===== src/rtl/seq_mag_comparator_if.sv =====
// Operand/result handshake bundle for seq_mag_comparator.
// The master drives operands and accepts results; the slave is the comparator.
interface seq_mag_comparator_if #(
    parameter int unsigned WIDTH = 16,
    parameter int unsigned CHUNK = 4
);
    localparam int unsigned NCHUNK = WIDTH / CHUNK;
    localparam int unsigned IW     = $clog2(NCHUNK);

    logic             in_valid;
    logic             in_ready;
    logic [WIDTH-1:0] a;
    logic [WIDTH-1:0] b;
    logic             signed_mode;
    logic             out_valid;
    logic             out_ready;
    logic             eq;
    logic             lt;
    logic             gt;
    logic [IW-1:0]    diff_idx;

    modport master (
        output in_valid,
        output a,
        output b,
        output signed_mode,
        output out_ready,
        input  in_ready,
        input  out_valid,
        input  eq,
        input  lt,
        input  gt,
        input  diff_idx
    );

    modport slave (
        input  in_valid,
        input  a,
        input  b,
        input  signed_mode,
        input  out_ready,
        output in_ready,
        output out_valid,
        output eq,
        output lt,
        output gt,
        output diff_idx
    );
endinterface


===== src/rtl/seq_mag_comparator.sv =====
// Sequential magnitude comparator: walks two WIDTH-bit operands MSB chunk first,
// CHUNK bits per clock, and stops at the first chunk that differs.
// Signed compares are turned into unsigned ones by flipping both sign bits at capture.
module seq_mag_comparator #(
    parameter int unsigned WIDTH = 16,
    parameter int unsigned CHUNK = 4
) (
    input logic                clk,
    input logic                rst_n,
    seq_mag_comparator_if.slave bus
);
    localparam int unsigned NCHUNK = WIDTH / CHUNK;
    localparam int unsigned IW     = $clog2(NCHUNK);

    if ((CHUNK < 1) || (CHUNK >= WIDTH) || ((WIDTH % CHUNK) != 0)) begin : g_param_check
        $error("seq_mag_comparator: WIDTH must be a multiple of CHUNK and CHUNK < WIDTH");
    end

    typedef enum logic [1:0] {
        StIdle,
        StCmp,
        StDone
    } state_e;

    state_e           state_q, state_d;
    logic [WIDTH-1:0] a_q, a_d;
    logic [WIDTH-1:0] b_q, b_d;
    logic [IW-1:0]    idx_q, idx_d;
    logic             eq_q, eq_d;
    logic             lt_q, lt_d;
    logic             gt_q, gt_d;
    logic [IW-1:0]    diff_idx_q, diff_idx_d;

    logic [CHUNK-1:0] a_chunk;
    logic [CHUNK-1:0] b_chunk;

    // Select the chunk currently under examination from both captured operands.
    always_comb begin
        a_chunk = '0;
        b_chunk = '0;
        for (int i = 0; i < int'(NCHUNK); i++) begin
            if (idx_q == IW'(i)) begin
                a_chunk = a_q[i*CHUNK +: CHUNK];
                b_chunk = b_q[i*CHUNK +: CHUNK];
            end
        end
    end

    // Next-state logic: capture in idle, one chunk per cycle in compare, hold in done.
    always_comb begin
        state_d    = state_q;
        a_d        = a_q;
        b_d        = b_q;
        idx_d      = idx_q;
        eq_d       = eq_q;
        lt_d       = lt_q;
        gt_d       = gt_q;
        diff_idx_d = diff_idx_q;

        unique case (state_q)
            StIdle: begin
                if (bus.in_valid) begin
                    a_d = bus.a;
                    b_d = bus.b;
                    // Offset-binary: flipping the sign bit orders two's complement values
                    // the same way as unsigned ones.
                    if (bus.signed_mode) begin
                        a_d[WIDTH-1] = ~bus.a[WIDTH-1];
                        b_d[WIDTH-1] = ~bus.b[WIDTH-1];
                    end
                    idx_d   = IW'(NCHUNK - 1);
                    state_d = StCmp;
                end
            end
            StCmp: begin
                if (a_chunk != b_chunk) begin
                    eq_d       = 1'b0;
                    lt_d       = (a_chunk < b_chunk);
                    gt_d       = (a_chunk > b_chunk);
                    diff_idx_d = idx_q;
                    state_d    = StDone;
                end else if (idx_q == '0) begin
                    eq_d       = 1'b1;
                    lt_d       = 1'b0;
                    gt_d       = 1'b0;
                    diff_idx_d = '0;
                    state_d    = StDone;
                end else begin
                    idx_d = idx_q - IW'(1);
                end
            end
            StDone: begin
                if (bus.out_ready) begin
                    state_d = StIdle;
                end
            end
            default: begin
                state_d = StIdle;
            end
        endcase
    end

    // State and datapath registers with synchronous active-low reset.
    always_ff @(posedge clk) begin
        if (!rst_n) begin
            state_q    <= StIdle;
            a_q        <= '0;
            b_q        <= '0;
            idx_q      <= '0;
            eq_q       <= 1'b0;
            lt_q       <= 1'b0;
            gt_q       <= 1'b0;
            diff_idx_q <= '0;
        end else begin
            state_q    <= state_d;
            a_q        <= a_d;
            b_q        <= b_d;
            idx_q      <= idx_d;
            eq_q       <= eq_d;
            lt_q       <= lt_d;
            gt_q       <= gt_d;
            diff_idx_q <= diff_idx_d;
        end
    end

    assign bus.in_ready  = (state_q == StIdle);
    assign bus.out_valid = (state_q == StDone);
    assign bus.eq        = eq_q;
    assign bus.lt        = lt_q;
    assign bus.gt        = gt_q;
    assign bus.diff_idx  = diff_idx_q;

endmodule

===== src/flat_wrapper.sv =====
// flat-port wrapper written by rule: the top's interface ports become plain ports
module seq_mag_comparator_flat 
#(
    parameter int unsigned WIDTH = 16,
    parameter int unsigned CHUNK = 4
)
  (clk, rst_n, bus_in_valid, bus_a, bus_b, bus_signed_mode, bus_out_ready, bus_in_ready, bus_out_valid, bus_eq, bus_lt, bus_gt, bus_diff_idx);
  seq_mag_comparator_if #(.WIDTH(WIDTH), .CHUNK(CHUNK)) bus_i ();
  input logic clk;
  input logic rst_n;
  input wire logic [$bits(bus_i.in_valid)-1:0] bus_in_valid;
  input wire logic [$bits(bus_i.a)-1:0] bus_a;
  input wire logic [$bits(bus_i.b)-1:0] bus_b;
  input wire logic [$bits(bus_i.signed_mode)-1:0] bus_signed_mode;
  input wire logic [$bits(bus_i.out_ready)-1:0] bus_out_ready;
  output wire logic [$bits(bus_i.in_ready)-1:0] bus_in_ready;
  output wire logic [$bits(bus_i.out_valid)-1:0] bus_out_valid;
  output wire logic [$bits(bus_i.eq)-1:0] bus_eq;
  output wire logic [$bits(bus_i.lt)-1:0] bus_lt;
  output wire logic [$bits(bus_i.gt)-1:0] bus_gt;
  output wire logic [$bits(bus_i.diff_idx)-1:0] bus_diff_idx;
  assign bus_i.in_valid = bus_in_valid;
  assign bus_i.a = bus_a;
  assign bus_i.b = bus_b;
  assign bus_i.signed_mode = bus_signed_mode;
  assign bus_i.out_ready = bus_out_ready;
  assign bus_in_ready = bus_i.in_ready;
  assign bus_out_valid = bus_i.out_valid;
  assign bus_eq = bus_i.eq;
  assign bus_lt = bus_i.lt;
  assign bus_gt = bus_i.gt;
  assign bus_diff_idx = bus_i.diff_idx;
  seq_mag_comparator #(.WIDTH(WIDTH), .CHUNK(CHUNK)) u_core (.clk(clk), .rst_n(rst_n), .bus(bus_i));
endmodule

===== config.mk =====
export PLATFORM = sky130hd
export DESIGN_NAME = seq_mag_comparator_flat
export DESIGN_NICKNAME = d
export VERILOG_FILES = /design/src/rtl/seq_mag_comparator_if.sv /design/src/rtl/seq_mag_comparator.sv /design/src/flat_wrapper.sv
export SDC_FILE = /design/constraint.sdc
export NUM_CORES = 1
export LEC_CHECK = 0
export ABC_AREA = 1
export CORE_AREA = 2 2 64 111
export DETAILED_ROUTE_END_ITERATION = 10
export DIE_AREA = 0 0 66 113
export PLACE_DENSITY = 0.57
export SYNTH_ARGS = -nofsm -noshare
export SYNTH_HDL_FRONTEND = slang
export SYNTH_SLANG_ARGS = --single-unit

===== constraint.sdc =====
create_clock -name clk -period 5.8 [get_ports clk]
set_input_delay 0.87 -clock clk [delete_from_list [all_inputs] [get_ports clk]]
set_output_delay 0.87 -clock clk [all_outputs]
set_load 0.05 [all_outputs]

* Word level (Yosys, flattened, before mapping)
Index checks and enable logic that the tools add are counted.
** Word-level totals
- Register bits after elaboration :: 41
- Bits of input ports :: 37
- Word-level logic and storage cells :: 58
** Operators by class
- $add $sub $neg :: 1
- $lt $le $gt $ge :: 2
- Equal/unequal tests :: 11
- Multiplexer cells :: 26
- Bitwise logic cells :: 2
- Reduce and logical (&&, ||, !) cells :: 8
** Operator list (number)
- 4-bit 2-to-1 mux :: 8
- 2-bit 2-to-1 mux :: 9
- 2-bit != test (second input constant) :: 4
- 1-bit 2-to-1 mux :: 7
- 2-bit == test (second input constant) :: 3
- 2-bit one-hot mux with 3 select lines :: 1
- 2-bit by 1-bit == test with 1-bit output (second input constant) :: 2
- 4-bit greater-than comparator :: 1
- 2-bit zero test :: 2
- 4-bit less-than comparator :: 1
- 4-bit != test :: 1
- 2-bit one-hot mux with 2 select lines :: 1
- 2-bit AND reduction :: 2
- 4-bit AND reduction :: 1
- 2-bit nonzero test :: 2
- 3-bit by 1-bit != test with 1-bit output (second input constant) :: 1
- 3-bit AND reduction :: 1
- 1-bit NOT :: 2
- 2-bit by 1-bit subtractor with 2-bit output (second input constant) :: 1

* Depth between registers and ports, before layout
- Word-level depth :: 8
- Depth in mapped cells :: 17
- Gate-level depth less buffers :: 16

* Worst setup path after synthesis
Ideal clock, no wire load.
- Path kind :: reg-to-reg
- Start :: reg u_core.idx_q[1]
- End :: reg u_core.idx_q[0]
- Arrival :: 2098 ps
- Required time :: 5685 ps
- Setup slack :: 3587 ps
- Cell stages (with the launch flop) :: 16
- Clock period less this slack :: 2213 ps
- Cell sequence :: dfxtp_1 > inv_1 > ha_1 > buf_2 > inv_1 > nand3_1 > nand3_1 > o21ai_0 > nand2_1 > o21ai_0 > ha_1 > nand2_1 > nor2_2 > nand3_1 > a21oi_1 > nor2_1
** Between the ends
- Cells in the longest elaborated chain, start to end :: 8
- Elaborated cells between the ends (all ways) :: 16
** Ends and longest elaborated chain
- start, declared :: RTL line seq_mag_comparator.sv:28 : logic [IW-1:0] idx_q, idx_d;
- start signal, assigned :: RTL line seq_mag_comparator.sv:118 : idx_q <= idx_d;
- 2-bit zero test :: RTL line seq_mag_comparator.sv:42, seq_mag_comparator.sv:82
- 4-bit 2-to-1 mux (4 in a row) :: RTL line seq_mag_comparator.sv:42 : if (idx_q == IW'(i)) begin
- 4-bit != test :: RTL line seq_mag_comparator.sv:76 : if (a_chunk != b_chunk) begin
- 2-bit != test (no source line)
- 4-bit AND reduction (no source line) *
Every way passes the cells marked *; elsewhere a longest branch is shown, timed or not.
A chain may end at the register's enable or synchronous reset.

* Worst setup path after layout
Ends and elaborated chain as after synthesis.

==> flow_metrics.tcl <==
set metrics [dict create \
    io-pin-count 44 \
    place_congestion 0.786 \
    h-tree-depth 2 \
    synth_area_leader_cell "dfxtp_1" \
    ys_warn_count 0 \
    ctsResizeCount 0 \
    p_comb_share_pct 27.9 \
    finalSetupTns_ns 0 \
    synth_area_leaders "dfxtp_1 (43%), nor2_1 (13%), o21ai_0 (9.4%)" \
    tightest_slew_ns 0.869 \
    final_common_cell "nor2_1" \
    clkLatencyLatePin_ns 0.28 \
    stdcell_count 389 \
    seqPwrFrac_pct 37.2 \
    numCtsBuffers 5 \
    cts.path.max_buffers 2 \
    reg2reg_depth 12 \
    grt_max_degree 41 \
    dp_hpwl_mm 3.43 \
    die_h_um 113 \
    n_fill_cell 733 \
    synth_nets 314 \
    cts.sinks 41 \
    hold_violations 0 \
    synth-seq-area-share_pct 42.8 \
    cap_violations 0 \
    synth_top_cell_area_share_pct 42.8 \
    clockRootBuffer "clkbuf_16" \
    nNetsFinal 351 \
    status "complete, no violations" \
    holdWs_ns 0.464 \
    vias_per_cell 4.61 \
    finalClockSkew_ns 0.00326 \
    antenna_found_initial 0 \
    hp-class "reg2reg" \
    grt_pass1_vias 1729 \
    cp.arrival_ns 2.84 \
    seqCellArea_um2 821 \
    power-per-cell-area_nw_per_um2 362 \
    max_freq_mhz 375 \
    yosysUniqueCellTypes 21 \
    rsz0062_at_grt "no" \
    slew_headroom_pct 42.0 \
    holdPathStages 2 \
    min_from "u_core.bus.eq" \
    vias 1792 \
    firstDrtPassIters 4 \
    startpoint_type "flip-flop" \
    post_drt_wl_per_cell_um 11.6 \
    synth.avg_cell_area_um2 7.13 \
    reg2reg_slack_ns 3.13 \
    initial_core_util_pct 29.3 \
    synth_area_um2 1920 \
    clkPwrFrac_pct 34.9 \
    drtIter0Drc 45 \
    slew_violations 0 \
    cts_setup_buffers 0 \
    mostFrequentLayoutCells "nor2_1 (67), clkdlybuf4s50_1 (43), dfxtp_1 (41)" \
    r2r-start "u_core.idx_q[1]" \
    finalSetupViolations 0 \
    die_w_um 66 \
    drc_errors 0 \
    dp.cells 381 \
    grt_usage_pct 13.0 \
    internal-power_w 0.000634 \
    criticalPathCategory "reg2reg" \
    hold_path_end "u_core.bus.eq" \
    syn_to_final_growth_pct 33.0 \
    numPortBuffers 43 \
    dieArea_um2 7460 \
    layout-drive-gt1-share_pct 4.56 \
    final_cell_area_um2 2550 \
    irDropWorstVdd_mv 0.157 \
    grt_pass1_wl_mm 7.48 \
    cp-end-kind "flip-flop" \
    rows 39 \
    cts_tree "yes" \
    switching_share_pct 31.3 \
    drt_wl_total_mm 4.51 \
    reg2reg_to "u_core.idx_q[0]" \
    place_area_um2 2370 \
    ctsHoldBuffers 0 \
    clk_pin_slew_ns 0.06 \
    crit_path_max_fanout 9 \
    grt_overflow_total 0 \
    fin_crit_ns 2.67 \
    postSynthCellCount 269 \
    crit_required_ns 5.97 \
    finalCritPeriodShare_pct 46.0 \
    antenna_cells 0 \
    ant_nets 0 \
    multi_input_area_um2 945 \
    coreArea_um2 6540 \
    p_leak_nw 1.05 \
    p_sw_w 0.000289 \
    ys_seq_elements 41 \
]
[registers in the layout, indices dropped and copies added, names as in the netlist]
register / cells
u_core.bus.lt: 1
u_core.bus.eq: 1
u_core.bus.diff_idx: 2
u_core.idx_q: 2
u_core.state_q: 2
u_core.a_q: 16
u_core.bus.gt: 1
u_core.b_q: 16
[cells in the mapped netlist (all sizes together)]
cell	instances
a211oi	1
a21oi	13
a31oi	1
buf	9
clkbuf	5
dfxtp	41
ha	8
inv	18
nand2	32
nand3	19
nor2	71
o211ai	1
o21ai	47
or2	1
xor2	2
[critical path, stage by stage (launching register included)]
cell and delay (ns):
dfxtp_1 0.40, inv_1 0.10, ha_1 0.30, inv_1 0.24, nand3_1 0.10, a21oi_1 0.22, o21ai_0 0.12, ha_1 0.32
nand2_1 0.10, nor2_2 0.20, nand3_1 0.20, a21oi_1 0.17, nor2_1 0.07
[how the worst max path moves through the flow]
stage | start | to | slack [ns] | depth (start not counted)
after floorplan | u_core.idx_q[1] | u_core.idx_q[0] | 3.59 | 15
after global placement | bus_in_valid | u_core.a_q[7] | 2.99 | 5
final | u_core.idx_q[1] | u_core.idx_q[0] | 3.13 | 12
after global routing | u_core.idx_q[1] | u_core.idx_q[0] | 2.84 | 13
after CTS | u_core.idx_q[1] | u_core.idx_q[0] | 3.10 | 12
after detailed placement | bus_in_valid | u_core.a_q[2] | 2.92 | 5
[cells by family (layout without fill, tap and decap cells)]
group                      count (synthesis)  count (layout)  synth area share [%]
DFF                                       41              41                  42.8
and+or+nand+nor                          123             123                  26.4
xor gates and xnor gates                   2               2                 0.914
adders and majority gates                  8               8                  5.22
AOI/OAI and AO/OA                         63              63                  16.8
buffers and inverters                     32              70                  7.90
[through the flow]
step	utilization (%)	total power (W)	setup slack, ns
floorplan	-	0.000535	3.59
global placement	36.3	0.000604	2.99
detailed placement	36.3	0.000610	2.92
CTS	39.0	0.000935	3.10
global route	39.0	0.000983	2.84
finish	39.0	0.000923	3.13
[power groups by stage]
| stage | registers, W | logic, W | clock network, W |
|---|---|---|---|
| 3_5_place_dp | 0.000350 | 0.000261 | 0 |
| 3_3_place_gp | 0.000349 | 0.000255 | 0 |
| 5_1_grt | 0.000347 | 0.000295 | 0.000341 |
| 6_report | 0.000343 | 0.000257 | 0.000322 |
| 4_1_cts | 0.000344 | 0.000262 | 0.000330 |
| 2_1_floorplan | 0.000356 | 0.000179 | 0 |
[area by class of cell]
| class | count | share of cell area (%) |
|---|---|---|
| tap | 82 | 4.02 |
| timing repair buffer | 44 | 17.2 |
| clock inverter | 2 | 1.47 |
| inverter | 18 | 2.65 |
| multi-input combinational | 196 | 37.0 |
| sequential | 41 | 32.2 |
| clock buffer | 6 | 5.45 |
[metal layers]
| metal | vias up | global-route usage [%] | share of wire, % |
|---|---|---|---|
| met5 | - | 0 | 0 |
| met4 | 0 | 5.71 | 1.7 |
| met3 | 4 | 2.68 | 3.3 |
| met2 | 35 | 25.1 | 57 |
| met1 | 812 | 12.7 | 37 |
| li1 | 941 | - | - |
Note: power is estimated with default switching activity, not from simulation.
